### src/rtl/nco_sine_lut_if.sv
// rtl/nco_sine_lut_if.sv - beat-serial address in, signed sample out
interface nco_sine_lut_if #(
  parameter int DATA_W = 8
);
  logic                     en;
  logic                     vld;
  logic [1:0]               aout;
  logic                     isout;
  logic signed [DATA_W-1:0] dout;
  logic                     dvld;
  logic                     err;

  modport master (
    output en, vld, aout, isout,
    input  dout, dvld, err
  );

  modport slave (
    input  en, vld, aout, isout,
    output dout, dvld, err
  );
endinterface

### src/rtl/nco_sine_lut.sv
// rtl/nco_sine_lut.sv - quarter-wave sine lookup fed by 2-bit address beats
module nco_sine_lut #(
  parameter int ADDR_W = 8,
  parameter int DATA_W = 8
) (
  input  logic           clk,
  input  logic           rst,
  nco_sine_lut_if.slave  bus
);
  localparam int N     = ADDR_W / 2;
  localparam int CNT_W = (N > 1) ? $clog2(N) : 1;
  localparam int SR_W  = ADDR_W - 2;
  localparam int DEPTH = 1 << ADDR_W;
  localparam int MAG_W = DATA_W - 1;
  localparam logic [CNT_W-1:0] LAST = CNT_W'(N - 1);

  // Elaboration-time sine in Q30 fixed point (Taylor series, angle < pi/2).
  // Entry k samples the centre of its bin, so no entry sits exactly on 0 or the peak.
  function automatic logic [MAG_W-1:0] sine_val(input int k);
    longint x, x2, term, sum, amp;
    x    = (64'sd3373259426 * longint'(2 * k + 1)) >>> (ADDR_W + 2);
    x2   = (x * x) >>> 30;
    term = x;
    sum  = x;
    for (int n = 1; n <= 9; n++) begin
      term = -((term * x2) >>> 30) / longint'((2 * n) * (2 * n + 1));
      sum  = sum + term;
    end
    amp = (64'sd1 <<< MAG_W) - 64'sd1;
    return MAG_W'((sum * amp + (64'sd1 <<< 29)) >>> 30);
  endfunction

  logic [MAG_W-1:0] rom_tab [DEPTH];

  for (genvar k = 0; k < DEPTH; k++) begin : g_rom
    assign rom_tab[k] = sine_val(k);
  end

  logic [CNT_W-1:0]         cnt;
  logic [SR_W-1:0]          addr_sr;
  logic                     sign_l;
  logic [ADDR_W-1:0]        addr_q;
  logic                     addr_sign;
  logic                     addr_vld;
  logic [MAG_W-1:0]         mag;
  logic                     mag_sign;
  logic                     mag_vld;
  logic signed [DATA_W-1:0] mag_s;

  assign mag_s = {1'b0, mag};

  // Collect stage: assemble one address word from N beats, flag words cut short.
  always_ff @(posedge clk) begin
    if (rst) begin
      cnt       <= '0;
      addr_sr   <= '0;
      sign_l    <= 1'b0;
      addr_q    <= '0;
      addr_sign <= 1'b0;
      addr_vld  <= 1'b0;
      bus.err   <= 1'b0;
    end else if (!bus.en) begin
      cnt      <= '0;
      addr_vld <= 1'b0;
      bus.err  <= 1'b0;
    end else begin
      addr_vld <= 1'b0;
      bus.err  <= 1'b0;
      if (bus.vld) begin
        if (cnt == LAST) begin
          addr_q    <= {addr_sr, bus.aout};
          addr_sign <= sign_l;
          addr_vld  <= 1'b1;
          cnt       <= '0;
        end else begin
          addr_sr <= SR_W'({addr_sr, bus.aout});
          cnt     <= cnt + 1'b1;
          if (cnt == '0) begin
            sign_l <= bus.isout;
          end
        end
      end else if (cnt != '0) begin
        cnt     <= '0;
        bus.err <= 1'b1;
      end
    end
  end

  // ROM stage: registered table read, sign and valid ride alongside.
  always_ff @(posedge clk) begin
    if (rst) begin
      mag      <= '0;
      mag_sign <= 1'b0;
      mag_vld  <= 1'b0;
    end else if (!bus.en) begin
      mag_vld <= 1'b0;
    end else begin
      mag      <= rom_tab[addr_q];
      mag_sign <= addr_sign;
      mag_vld  <= addr_vld;
    end
  end

  // Output stage: apply sign, hold the sample between valid pulses.
  always_ff @(posedge clk) begin
    if (rst) begin
      bus.dout <= '0;
      bus.dvld <= 1'b0;
    end else if (!bus.en) begin
      bus.dvld <= 1'b0;
    end else begin
      bus.dvld <= mag_vld;
      if (mag_vld) begin
        bus.dout <= mag_sign ? -mag_s : mag_s;
      end
    end
  end
endmodule
### src/flat_wrapper.sv
// flat-port wrapper written by rule: the top's interface ports become plain ports
module nco_sine_lut_flat 
#(
  parameter int ADDR_W = 8,
  parameter int DATA_W = 8
)
  (clk, rst, bus_en, bus_vld, bus_aout, bus_isout, bus_dout, bus_dvld, bus_err);
  nco_sine_lut_if #(.DATA_W(DATA_W)) bus_i ();
  input  logic clk;
  input  logic rst;
  input wire logic [$bits(bus_i.en)-1:0] bus_en;
  input wire logic [$bits(bus_i.vld)-1:0] bus_vld;
  input wire logic [$bits(bus_i.aout)-1:0] bus_aout;
  input wire logic [$bits(bus_i.isout)-1:0] bus_isout;
  output wire logic [$bits(bus_i.dout)-1:0] bus_dout;
  output wire logic [$bits(bus_i.dvld)-1:0] bus_dvld;
  output wire logic [$bits(bus_i.err)-1:0] bus_err;
  assign bus_i.en = bus_en;
  assign bus_i.vld = bus_vld;
  assign bus_i.aout = bus_aout;
  assign bus_i.isout = bus_isout;
  assign bus_dout = bus_i.dout;
  assign bus_dvld = bus_i.dvld;
  assign bus_err = bus_i.err;
  nco_sine_lut #(.ADDR_W(ADDR_W), .DATA_W(DATA_W)) u_core (.clk(clk), .rst(rst), .bus(bus_i));
endmodule
### config.mk
export PLATFORM = sky130hd
export DESIGN_NAME = nco_sine_lut_flat
export DESIGN_NICKNAME = d
export VERILOG_FILES = /design/src/rtl/nco_sine_lut_if.sv /design/src/rtl/nco_sine_lut.sv /design/src/flat_wrapper.sv
export SDC_FILE = /design/constraint.sdc
export NUM_CORES = 1
export LEC_CHECK = 0
export BUFFER_PORTS_ARGS = -buffer_cell sky130_fd_sc_hd__buf_2
export CAP_MARGIN = 20
export CORE_MARGIN = 2
export CORE_UTILIZATION = 50
export CTS_CLUSTER_DIAMETER = 80
export DETAILED_ROUTE_END_ITERATION = 16
export PLACE_DENSITY = 0.67
export SYNTH_ARGS = -nofsm -noshare
export SYNTH_HDL_FRONTEND = slang
export SYNTH_SLANG_ARGS = --single-unit
### constraint.sdc
create_clock -name clk -period 3.6 [get_ports clk]
set_clock_uncertainty 0.1 [all_clocks]
set_input_delay 0 -clock clk [delete_from_list [all_inputs] [get_ports clk]]
set_output_delay 0 -clock clk [all_outputs]
set_load 0.005 [all_outputs]
==> impl_metrics.json <==
{
  "tns_ns": 0,
  "clk_pin_slew_ns": 0.08,
  "antenna_left": 0,
  "fp-row-count": 27,
  "yosysUniqueCellTypes": 67,
  "gp_congestion": 0.908,
  "grt_most_used_layer": "met2",
  "dp.cells": 426,
  "yosysTopAreaCell": "dfxtp_1",
  "post-place-ws_ns": 1.12,
  "hold_viol_final": 0,
  "grt_max_degree": 42,
  "cp.required_ns": 3.71,
  "syn_area_per_cell_sq_um": 7.65,
  "clk_latency_ns": 0.29,
  "ys_seq_area_share_pct": 26.8,
  "ctsHoldBuffers": 4,
  "start_util_pct": 51.5,
  "pwr-share-clk_pct": 48.1,
  "drc_errors": 0,
  "power_mw": 0.912,
  "vias": 2687,
  "tightest_slew_ns": 0.857,
  "cts_root_buffer": "clkbuf_8",
  "wire_per_inst_um": 15.8,
  "period_share_pct": 70.5,
  "synthCells": 371,
  "final_common_cell": "nor2_1",
  "worst_setup_path_end_kind": "register",
  "dieArea_sq_um": 6290,
  "status": "finished clean",
  "rsz0062_at_grt": "false",
  "synth_top_area_share_pct": 26.8,
  "switching_share_pct": 20.9,
  "place.detailed.hpwl_mm": 4.64,
  "most-common-layout-cells": "nor2_1 (43), nand2_1 (40), dfxtp_1 (38)",
  "grt_overflow": 0,
  "clock_sinks": 38,
  "cp-start-kind": "register",
  "pwr-share-comb_pct": 4.7,
  "max_freq_ghz": 0.394,
  "grt_pass1_vias": 2447,
  "slew_headroom_pct": 42.8,
  "yosys_warnings": 0,
  "grt.met3_usage_pct": 3.86,
  "power_density_nw_per_um2": 301,
  "drv_cap": 0,
  "min_period_ns": 2.54,
  "synthToLayoutAreaGrowth_pct": 6.75,
  "numCtsBuffers": 5,
  "r2r_slack_ns": 1.06,
  "synthTopCellsByArea": "dfxtp_1 (27%), ha_1 (6.2%), nor2_1 (5.7%)",
  "core_sq_um": 5510,
  "htreeDepth": 2,
  "track_usage_pct": 23.1,
  "pin_count": 17,
  "cts.path.max_buffers": 2,
  "drt_pre_antenna_iters": 4,
  "dieWidth_um": 79.3,
  "cts_tree": "yes",
  "crit_buf_inv": 2,
  "power.internal_mw": 0.722,
  "drv_slew": 0,
  "fin_ws_ns": 1.06,
  "synthFlopType": "dfxtp_1",
  "p_seq_share_pct": 47.2,
  "synth_async_sr_flop_share_pct": 0,
  "synth_area_sq_um": 2840,
  "crit_slowest_cell": "dfxtp_1",
  "peakVddDrop_mv": 0.293,
  "cts_resized": 0,
  "port_buffers": 16,
  "drt_iter0_markers": 379,
  "synth-edff-count": 0,
  "viasPerCell": 6.13,
  "drive_gt1_share_pct": 11.7,
  "grt_pass1_wl_mm": 11.6,
  "antenna_cells": 0,
  "die_y_um": 79.3,
  "cp_max_fo": 9,
  "worstSetupPathType": "reg2reg",
  "met1_usage_pct": 32.6,
  "leakagePower_nw": 1.15,
  "final_cells": 438,
  "setup_viol": 0,
  "synth_nets": 392,
  "grtUsageMet2_pct": 35.6,
  "totalWireLength_mm": 6.90,
  "synth.ff_latch_count": 38,
  "netSwitchingPower_mw": 0.191,
  "crit_chain": "inv_1 > ha_1 > inv_1 > ha_1 > or3b_1 > o311ai_0 > a221o_1 > o311ai_1 > a311oi_1",
  "postCtsSetupBuffers": 0,
  "antenna_found_initial": 0,
  "final_net_count": 386,
  "cpPeakStageDelay_ns": 0.40,
  "critPathArrivalTime_ns": 2.64,
  "hold_path_class": "in2reg",
  "crit_family": "adder cells"
}
## synth_stat cells (3+ instances only)
| cell | instances |
|---|---|
| o311ai_0 | 3 |
| o21ai_1 | 3 |
| o21a_1 | 4 |
| o311a_1 | 4 |
| nand2b_1 | 7 |
| nand3_1 | 8 |
| mux2i_1 | 11 |
| o221ai_1 | 6 |
| nor2b_1 | 4 |
| inv_1 | 14 |
| clkbuf_1 | 19 |
| nor3_1 | 6 |
| ha_1 | 14 |
| buf_6 | 4 |
| a21oi_1 | 30 |
| o211ai_1 | 4 |
| o22ai_1 | 3 |
| and2_1 | 4 |
| nor2_1 | 43 |
| buf_2 | 11 |
| o21ai_0 | 13 |
| xnor2_1 | 6 |
| a21o_1 | 3 |
| nand2_1 | 40 |
| a211oi_1 | 7 |
| o41ai_1 | 3 |
| a221o_1 | 3 |
| a31oi_1 | 5 |
| dfxtp_1 | 38 |
## tightest hold or removal path, cell delays in order
cell	delay, ns
buf_2	0.21
nor2_1	0.13
nor3_1	0.05
## power groups by stage
stage | combinational, mW | sequential, mW | clock, mW
2_1_floorplan | 0.0309 | 0.439 | 0
4_1_cts | 0.0426 | 0.430 | 0.445
3_3_place_gp | 0.0386 | 0.440 | 0
6_report | 0.0429 | 0.430 | 0.439
3_5_place_dp | 0.0392 | 0.440 | 0
5_1_grt | 0.0486 | 0.431 | 0.470
## routing by layer
metal | up-vias | wire length [um]
li1 | 1320 | -
met1 | 1251 | 3140
met2 | 102 | 3220
met3 | 14 | 432
met4 | 0 | 110
met5 | - | 0
## flip-flops by register name, indices dropped and copies added (netlist names)
signal and flops:
u_core.addr_q 8, u_core.addr_sign 1, u_core.addr_sr 6, u_core.addr_vld 1, u_core.bus.dout 8, u_core.bus.dvld 1, u_core.bus.err 1, u_core.cnt 2
u_core.mag 7, u_core.mag_sign 1, u_core.mag_vld 1, u_core.sign_l 1
## final timing paths
| check | from | end | depth (start not counted) |
|---|---|---|---|
| max | u_core.addr_q[0]$_SDFFE_PP0P_ | u_core.mag[1]$_SDFFE_PP0P_ | 9 |
| min | bus_en | u_core.mag[4]$_SDFFE_PP0P_ | 3 |
| max reg2reg | u_core.addr_q[0]$_SDFFE_PP0P_ | u_core.mag[1]$_SDFFE_PP0P_ | 9 |
| min reg2reg | u_core.addr_vld$_SDFF_PP0_ | u_core.mag_vld$_SDFF_PP0_ | 2 |
## metrics by stage
stage	hold WS [ns]	area [sq um]	utilization, %
6_report	0.0436	3030	55.0
5_1_grt	0.0922	3030	55.0
3_5_place_dp	0.150	2850	51.8
3_3_place_gp	0.138	2850	51.8
4_1_cts	0.0323	3030	55.0
2_1_floorplan	0.0360	2840	-
## area by class of cell
| cell class | count | area, sq um |
|---|---|---|
| inverters | 15 | 56.3 |
| multi-input cells | 280 | 1830 |
| clock inverters | 3 | 68.8 |
| flip-flops and latches | 38 | 761 |
| well taps | 72 | 90.1 |
| repair buffers | 25 | 158 |
| clock buffers | 5 | 68.8 |
| fillers | 521 | 2480 |
## cells by family (layout without fill, tap and decap cells)
group                    count (synthesis)  after routing  synth area share [%]
AO/OA/AOI/OAI                          113            113                  28.4
XOR/XNOR                                 8              8                  2.47
adder cells (fa/ha/maj)                 15             15                  6.53
buffers and inverters                   53             48                  8.82
flip-flops                              38             38                  26.8
multiplexers                            14             14                  5.47
AND/OR/NAND/NOR                        130            130                  21.6
(Power assumes the default switching activity.)
